### config.mk
export PLATFORM = sky130hd
export DESIGN_NAME = hdmi_data_island_decoder
export DESIGN_NICKNAME = d
export VERILOG_FILES = /design/src/rtl/hdmi_data_island_decoder.sv
export SDC_FILE = /design/constraint.sdc
export NUM_CORES = 1
export LEC_CHECK = 0
export CAP_MARGIN = 20
export CELL_PAD_IN_SITES_DETAIL_PLACEMENT = 0
export CELL_PAD_IN_SITES_GLOBAL_PLACEMENT = 2
export CORE_ASPECT_RATIO = 0.75
export CORE_UTILIZATION = 35
export CTS_BUF_LIST = sky130_fd_sc_hd__clkbuf_4 sky130_fd_sc_hd__clkbuf_8
export DETAILED_ROUTE_END_ITERATION = 8
export PLACE_DENSITY_LB_ADDON = 0.1
export SYNTH_ARGS = -nofsm -noshare
export SYNTH_HDL_FRONTEND = slang
export SYNTH_SLANG_ARGS = --single-unit
### constraint.sdc
create_clock -name i_pixclk -period 68.6 [get_ports i_pixclk]
set_input_delay 17.15 -clock i_pixclk [delete_from_list [all_inputs] [get_ports i_pixclk]]
set_output_delay 17.15 -clock i_pixclk [all_outputs]
set_load 0.01 [all_outputs]
### src/rtl/hdmi_data_island_decoder.sv
// ============================================================================
// hdmi_data_island_decoder: reassembles TERC4-decoded data-island nibbles into
// HDMI packets, checks BCH parity, tracks syncs and latches ACR CTS/N.
// Revision: 1.0
// ============================================================================
`default_nettype none

module hdmi_data_island_decoder #(
    parameter bit         ACR_REQUIRE_ECC = 1'b1,
    parameter logic [7:0] HDR_TYPE_ACR    = 8'h01
) (
    input  logic        i_pixclk,
    input  logic        i_reset,
    input  logic        i_data,
    input  logic [3:0]  i_d0,
    input  logic [3:0]  i_d1,
    input  logic [3:0]  i_d2,
    output logic        o_hSync,
    output logic        o_vSync,
    output logic        o_pkt_valid,
    output logic        o_pkt_first,
    output logic [23:0] o_hdr,
    output logic [55:0] o_sub0,
    output logic [55:0] o_sub1,
    output logic [55:0] o_sub2,
    output logic [55:0] o_sub3,
    output logic        o_hdr_err,
    output logic [3:0]  o_sub_err,
    output logic        o_frame_err,
    output logic [19:0] o_cts,
    output logic [19:0] o_n
);

    function automatic logic [7:0] bch_step(input logic [7:0] code, input logic b);
        bch_step = {code[6:0], 1'b0} ^ ((code[7] ^ b) ? 8'hC1 : 8'h00);
    endfunction

    logic [4:0]  k_next;
    logic        island;
    logic        first;
    logic [23:0] hdr_sh;
    logic [6:0]  hdr_par;
    logic [7:0]  hdr_crc;
    logic [55:0] sub_sh  [4];
    logic [5:0]  sub_par [4];
    logic [7:0]  sub_crc [4];

    logic        start;
    logic        sync_err;
    logic        drop_err;
    logic [4:0]  k_cur;
    logic        first_cur;
    logic        done;
    logic        hdr_err_w;
    logic [3:0]  sub_err_w;
    logic        acr_ok;

    always_comb begin
        start     = i_data && !island;
        sync_err  = i_data && !i_d0[3] && !start && ((k_next != 5'd0) || !first);
        drop_err  = !i_data && island && (k_next != 5'd0);
        // A misplaced sync nibble restarts framing as a fresh first packet
        k_cur     = (start || sync_err) ? 5'd0 : k_next;
        first_cur = (start || sync_err) ? 1'b1 : first;
        done      = i_data && (k_cur == 5'd31);
        hdr_err_w = (hdr_crc != {hdr_par, i_d0[2]});
        sub_err_w = 4'b0000;
        for (int n = 0; n < 4; n++) begin
            sub_err_w[n] = (sub_crc[n] != {sub_par[n], i_d1[n], i_d2[n]});
        end
        acr_ok    = (hdr_sh[7:0] == HDR_TYPE_ACR) &&
                    (!ACR_REQUIRE_ECC || (!hdr_err_w && !sub_err_w[0]));
    end

    always_ff @(posedge i_pixclk or posedge i_reset) begin
        if (i_reset) begin
            k_next      <= 5'd0;
            island      <= 1'b0;
            first       <= 1'b0;
            hdr_sh      <= '0;
            hdr_par     <= '0;
            hdr_crc     <= '0;
            for (int n = 0; n < 4; n++) begin
                sub_sh[n]  <= '0;
                sub_par[n] <= '0;
                sub_crc[n] <= '0;
            end
            o_hSync     <= 1'b0;
            o_vSync     <= 1'b0;
            o_pkt_valid <= 1'b0;
            o_pkt_first <= 1'b0;
            o_hdr       <= '0;
            o_sub0      <= '0;
            o_sub1      <= '0;
            o_sub2      <= '0;
            o_sub3      <= '0;
            o_hdr_err   <= 1'b0;
            o_sub_err   <= '0;
            o_frame_err <= 1'b0;
            o_cts       <= '0;
            o_n         <= '0;
        end else begin
            island      <= i_data;
            o_pkt_valid <= done;
            o_frame_err <= sync_err || drop_err;
            if (i_data) begin
                o_hSync <= i_d0[0];
                o_vSync <= i_d0[1];
                k_next  <= k_cur + 5'd1;
                first   <= (k_cur == 5'd31) ? 1'b0 : first_cur;
                if (k_cur < 5'd24) begin
                    hdr_sh  <= {i_d0[2], hdr_sh[23:1]};
                    hdr_crc <= bch_step((k_cur == 5'd0) ? 8'h00 : hdr_crc, i_d0[2]);
                end else begin
                    hdr_par <= {hdr_par[5:0], i_d0[2]};
                end
                for (int n = 0; n < 4; n++) begin
                    if (k_cur < 5'd28) begin
                        sub_sh[n]  <= {i_d2[n], i_d1[n], sub_sh[n][55:2]};
                        sub_crc[n] <= bch_step(bch_step((k_cur == 5'd0) ? 8'h00 : sub_crc[n],
                                                        i_d1[n]), i_d2[n]);
                    end else begin
                        sub_par[n] <= {sub_par[n][3:0], i_d1[n], i_d2[n]};
                    end
                end
            end else begin
                k_next <= 5'd0;
            end
            if (done) begin
                o_pkt_first <= first_cur;
                o_hdr       <= hdr_sh;
                o_sub0      <= sub_sh[0];
                o_sub1      <= sub_sh[1];
                o_sub2      <= sub_sh[2];
                o_sub3      <= sub_sh[3];
                o_hdr_err   <= hdr_err_w;
                o_sub_err   <= sub_err_w;
                if (acr_ok) begin
                    o_cts <= {sub_sh[0][11:8], sub_sh[0][23:16], sub_sh[0][31:24]};
                    o_n   <= {sub_sh[0][35:32], sub_sh[0][47:40], sub_sh[0][55:48]};
                end
            end
        end
    end

endmodule

`default_nettype wire

Word-level counts from Yosys, hierarchy flattened
Index checks and enable logic that the tools add are counted.
Widths: inputs -> output; s select.
{"block": "classes", "addsub": 1, "magnitude_cmp": 2, "eq_ne": 7, "muxes": 18, "bitwise_logic": 20, "reduce_logical": 26}
{"operator": "$mux 8", "count": 14}
{"operator": "$xor 8x8->8", "count": 9}
{"operator": "$ne 8x8->1", "count": 5}
{"operator": "$lt 5x5->1 const B", "count": 2}
{"operator": "$mux 5", "count": 2}
{"operator": "$reduce_and 2->1", "count": 5}
{"operator": "$logic_and 1x1->1", "count": 9}
{"operator": "$xor 1x1->1", "count": 9}
{"operator": "$eq 8x1->1 const B", "count": 1}
{"operator": "$logic_not 1->1", "count": 7}
{"operator": "$add 5x1->5 const B", "count": 1}
{"operator": "$eq 5x5->1 const B", "count": 1}
{"operator": "$logic_not 5->1", "count": 1}
{"operator": "$reduce_bool 5->1", "count": 1}
{"operator": "$logic_or 1x1->1", "count": 3}
{"operator": "$mux 1", "count": 2}
{"operator": "$not 1->1", "count": 2}
{"block": "word_totals", "register_bits": 624, "input_bits": 15, "output_inout_bits": 298}

Depth between registers and ports, before layout
{"block": "depth", "depth_word": 15, "ltp_mapped": 15, "mapped_depth_nobuf": 12}

Least setup slack after synthesis
No wires, ideal clock.
{"block": "synth_path", "path_type": "input port to flip-flop", "startpoint": "input port i_data", "endpoint": "register o_hdr[0]", "t_arrival_ps": 19345, "required_time_ps": 68483, "setup_slack_ps": 49138, "cell_stages": 14, "n_path_buf": 4, "cell_sequence": "clkbuf_1 -> o21ai_0 -> nand2_1 -> inv_1 -> ha_1 -> and4_1 -> ha_1 -> nand2_1 -> clkbuf_1 -> clkinv_1 -> clkbuf_1 -> clkbuf_1 -> nand2_1 -> nand2_1"}
{"block": "synth_between", "elab_chain_len": 8, "elab_cells_between_ends": 9, "classes_between": "eq/ne: 1; mux: 1; reduce/logical: 7"}
{"item": "from (decl)", "line": "14", "rtl": "input logic i_data,"}
{"item": "$logic_and 1x1->1", "line": "59", "rtl": "start = i_data && !island;"}
{"item": "$logic_not 1->1", "line": "60", "rtl": "sync_err = i_data && !i_d0[3] && !start && ((k_next != 5'd0) || !first);"}
{"item": "$logic_and 1x1->1 (2 in a row)", "line": "60"}
{"item": "$logic_or 1x1->1", "line": "63", "rtl": "k_cur = (start || sync_err) ? 5'd0 : k_next;"}
{"item": "$mux 5", "line": "63"}
{"item": "$eq 5x5->1", "line": "65", "rtl": "done = i_data && (k_cur == 5'd31);"}
{"item": "$logic_and 1x1->1 *", "line": "65"}
{"item": "to (signal assigned)", "line": "131", "rtl": "o_hdr <= hdr_sh;"}
{"item": "to (decl)", "line": "22", "rtl": "output logic [23:0] o_hdr,"}
Every way passes the cells marked *; elsewhere a longest branch is shown, timed or not.
A chain may end at the register's enable or synchronous reset.

Worst setup path after layout
{"block": "layout_path", "startpoint": "input port i_data", "endpoint": "register o_sub1[19]"}
{"block": "layout_between", "elab_chain_len": 8, "elab_cells_between_ends": 9, "classes_between": "eq/ne: 1; mux: 1; reduce/logical: 7"}
{"item": "$logic_and 1x1->1", "line": "59"}
{"item": "$logic_not 1->1", "line": "60"}
{"item": "$logic_and 1x1->1 (2 in a row)", "line": "60"}
{"item": "$logic_or 1x1->1", "line": "63"}
{"item": "$mux 5", "line": "63"}
{"item": "$eq 5x5->1", "line": "65"}
{"item": "$logic_and 1x1->1 *", "line": "65"}
{"item": "to (signal assigned)", "line": "133", "rtl": "o_sub1 <= sub_sh[1];"}
{"item": "to (decl)", "line": "24", "rtl": "output logic [55:0] o_sub1,"}
Marks and branches as above.

==> flow_summary.toml <==
[clocking]
cts-htree-levels = 3
cts_setup_buffers = 0
cts_buffers = 103
holdBufCountCts = 0
cts_sinks = 624
post_cts_resized = 0
cts_tree = "built"
clk_latency_ns = 0.70
clk_path_buf_depth = 3
cts_root_buf = "clkbuf_8"
clk_pin_slew_ns = 0.06

[synth]
netlist_area_um2 = 24250
avgSynthCellArea_um2 = 11.78
yosysSeqAreaShare_pct = 64.38
yosys_register_bits = 624
yosysUniqueCellTypes = 38
ys.warnings.count = 0
syn_nets = 2076
syn_inst = 2058

[timing]
hold_slack_ns = 0.4605
slew_viol_final = 0
fmax_mhz = 46.26
setup_ws_ns = 46.98
post-route-period-util_pct = 31.51
setup_viol = 0
worst_pin_slew_ns = 1.020
fin_worst_skew_ns = 0.02333
rsz0062_at_grt = "false"
fin_tns_setup_ns = 0
period_minus_slack_ns = 21.62
slew_headroom_pct = 32.00
finalHoldViolations = 0

[flow_run]
maxCapViolCount = 0

[setup_path]
reg2reg_from = "k_next[2]$_DFF_PP0_"
end_kind = "register"
critPathLaunchType = "primary input"
cp_max_fo = 127
startpoint = "i_data"
worst_path_max_delay_cell = "clkdlybuf4s50_1"
setup.worst_path.end = "o_sub1[19]$_DFFE_PP0P_"
cpPeakStageDelay_ns = 0.98
path_cells = "clkdlybuf4s50_1 > o21ai_0 > nand2_1 > inv_1 > ha_1 > and4_1 > ha_1 > nand2_4 > buf_4 > inv_8 > buf_4 > nand2_1 > nand2_1"
critPathKind = "in2reg"
required_ns = 69.18
reg2regPathDepth = 14
cp_data_arrival_time_ns = 22.19
r2r_end = "o_sub1[19]$_DFFE_PP0P_"
rrSetupSlack_ns = 63.55
cp_common_cell = "nand2_1"

[layout]
final_area_um2 = 30390
drive_gt1_share_pct = 21.51
final_util_pct = 44.41
fin_nets = 2403
synthToLayoutAreaGrowth_pct = 25.30

[die]
start_util_pct = 35.44
die_area_um2 = 70360
die_y_um = 230.0
die_x_um = 306.0
rows = 83
io_pins = 313
core_region_area_um2 = 68440

[place]
gp_congestion = 0.7376
portBuffers = 312
dp_hpwl_mm = 33.54
dpl-instance-area_um2 = 28160
pre_cts_slack_ns = 46.21

[run_status]
status = "completed"

[route]
via_count = 15370
wire_per_inst_um = 16.47
ant_nets = 0
dr.first_iter.drc_count = 707
drc_errors = 0
viasPerCell = 4.585
wirelength_mm = 55.23
first_pass_iters = 4

[power]
vdd_drop_max_mv = 0.01435
leakage_nw = 14.81
power.density_nw_per_um2 = 30.61

[global_routing]
grt_start_max_net_pins = 140
antenna_found_initial = 3
track_usage_pct = 15.85
grt_pass1_vias = 15760
grt_overflow = 0
grt_first_pass_wirelength_mm = 88.90

[worst_hold_path]
hold_class = "reg2reg"
==> Yosys cell counts, drive strengths merged <==
cell / number / area [um^2]
clkbuf: 66 / 247.7
mux2: 320 / 3603
inv: 11 / 41.29
clkinv: 1 / 3.750
a21boi: 1 / 7.510
a22o: 16 / 140.1
nor2: 23 / 86.33
a211oi: 3 / 22.52
nor2b: 1 / 6.260
nand4: 5 / 31.28
or2: 1 / 6.260
ha: 3 / 37.54
o21a: 1 / 7.510
xnor2: 40 / 350.3
a222oi: 4 / 40.04
o21ai: 31 / 162.7
and2: 5 / 31.28
dfrtp: 624 / 15610
o2bb2ai: 4 / 35.03
buf: 44 / 280.3
nor3: 4 / 53.80
nand2b: 1 / 6.260
nand2: 787 / 2954
nor4: 13 / 81.33
a31oi: 4 / 40.04
a21oi: 7 / 35.03
and4: 2 / 17.52
xor2: 33 / 289.0
nand3: 3 / 20.02
==> stage by stage <==
step | total power [W] | instances
2_1_floorplan | 0.0005634 | 2058
3_3_place_gp | 0.0005895 | 3171
3_5_place_dp | 0.0005952 | 3171
4_1_cts | 0.0009477 | 3350
5_1_grt | 0.0009848 | 3351
6_report | 0.0009304 | 3353
==> worst max-delay path, delay by kind of cell <==
kind / cells / cell delay (ns)
adder cells (fa/ha/maj): 2 / 0.42
AO/OA/AOI/OAI: 1 / 0.37
AND/OR/NAND/NOR: 5 / 1.14
buffers and inverters: 5 / 2.85
==> where the power goes <==
group          internal [W]  switching [W]  leakage, nW
clock              0.000195       0.000149         1.17
sequential         0.000434      0.0000554         8.23
combinational     0.0000611      0.0000359         5.41
==> layer usage <==
metal / vias to the layer above / share of wire (%) / wire, um / track usage, %
met4: 4 / 2.2 / 1197 / 4.664
met1: 7626 / 47 / 25680 / 21.74
met2: 295 / 45 / 24730 / 23.62
li1: 7348 / - / - / -
met5: - / 0.047 / 26 / 0
met3: 99 / 6.5 / 3587 / 5.447
==> cell type report <==
| cell class | instances | area (um^2) |
|---|---|---|
| multi-input combinational | 1312 | 8092 |
| tap | 892 | 1116 |
| inverter | 12 | 60.06 |
| antenna | 2 | 5.005 |
| clock buffer | 170 | 2140 |
| fill | 6440 | 38050 |
| clock inverter | 9 | 57.56 |
| sequential | 624 | 15620 |
| timing repair buffer | 332 | 3306 |
==> registers in the layout (all words and copies together) (netlist names), 4 cells and up <==
register   cells
o_sub2        56
o_hdr         24
sub_crc       32
sub_sh       224
o_sub1        56
hdr_crc        8
hdr_sh        24
sub_par       24
o_n           20
o_sub3        56
o_sub0        56
hdr_par        7
o_cts         20
k_next         5
o_sub_err      4
==> layout by cell type (no fill, tap or decap), types with 2 or more instances in the layout <==
cell               n
clkinv_2           5
buf_4             18
a22o_1            16
clkinvlp_4         2
o21ai_0           24
ha_1               3
a31oi_1            3
clkbuf_4          32
a211oi_1           3
nand3_1            2
o21ai_4            2
mux2_1             2
nor4_1            13
dfrtp_1          624
xor2_1            33
inv_1             10
and4_1             2
xnor2_1           40
a222oi_1           4
nor2_1            23
clkdlybuf4s50_1  312
nand4_1            5
nand2_1          786
o2bb2ai_1          4
and2_1             5
clkbuf_8         138
nor3_4             3
a21oi_1            7
inv_6              2
mux2_2           318
o21ai_1            4
diode_2            2
inv_8              2
==> how the worst min path moves through the flow <==
stage / start / to / depth (start not counted)
global route: sub_sh[169]$_DFFE_PP0P_ / o_sub0[1]$_DFFE_PP0P_ / 2
detailed placement: sub_sh[57]$_DFFE_PP0P_ / o_sub2[1]$_DFFE_PP0P_ / 2
CTS: sub_sh[57]$_DFFE_PP0P_ / o_sub2[1]$_DFFE_PP0P_ / 2
finish: sub_sh[57]$_DFFE_PP0P_ / o_sub2[1]$_DFFE_PP0P_ / 2
global placement: sub_sh[169]$_DFFE_PP0P_ / o_sub0[1]$_DFFE_PP0P_ / 2
floorplan: sub_sh[168]$_DFFE_PP0P_ / o_sub0[0]$_DFFE_PP0P_ / 2
==> logic make-up (layout without fill, tap and decap cells) <==
logic type	Yosys count	count (layout)	synth area share (%)
other cells	0	2	0
mux	320	320	14.86
flops	624	624	64.38
xor+xnor	73	73	2.636
compound gates	71	71	2.022
fa+ha+maj	3	3	0.1548
simple gates	845	845	13.58
buf+inv	122	523	2.363
(Power assumes the default switching activity.)
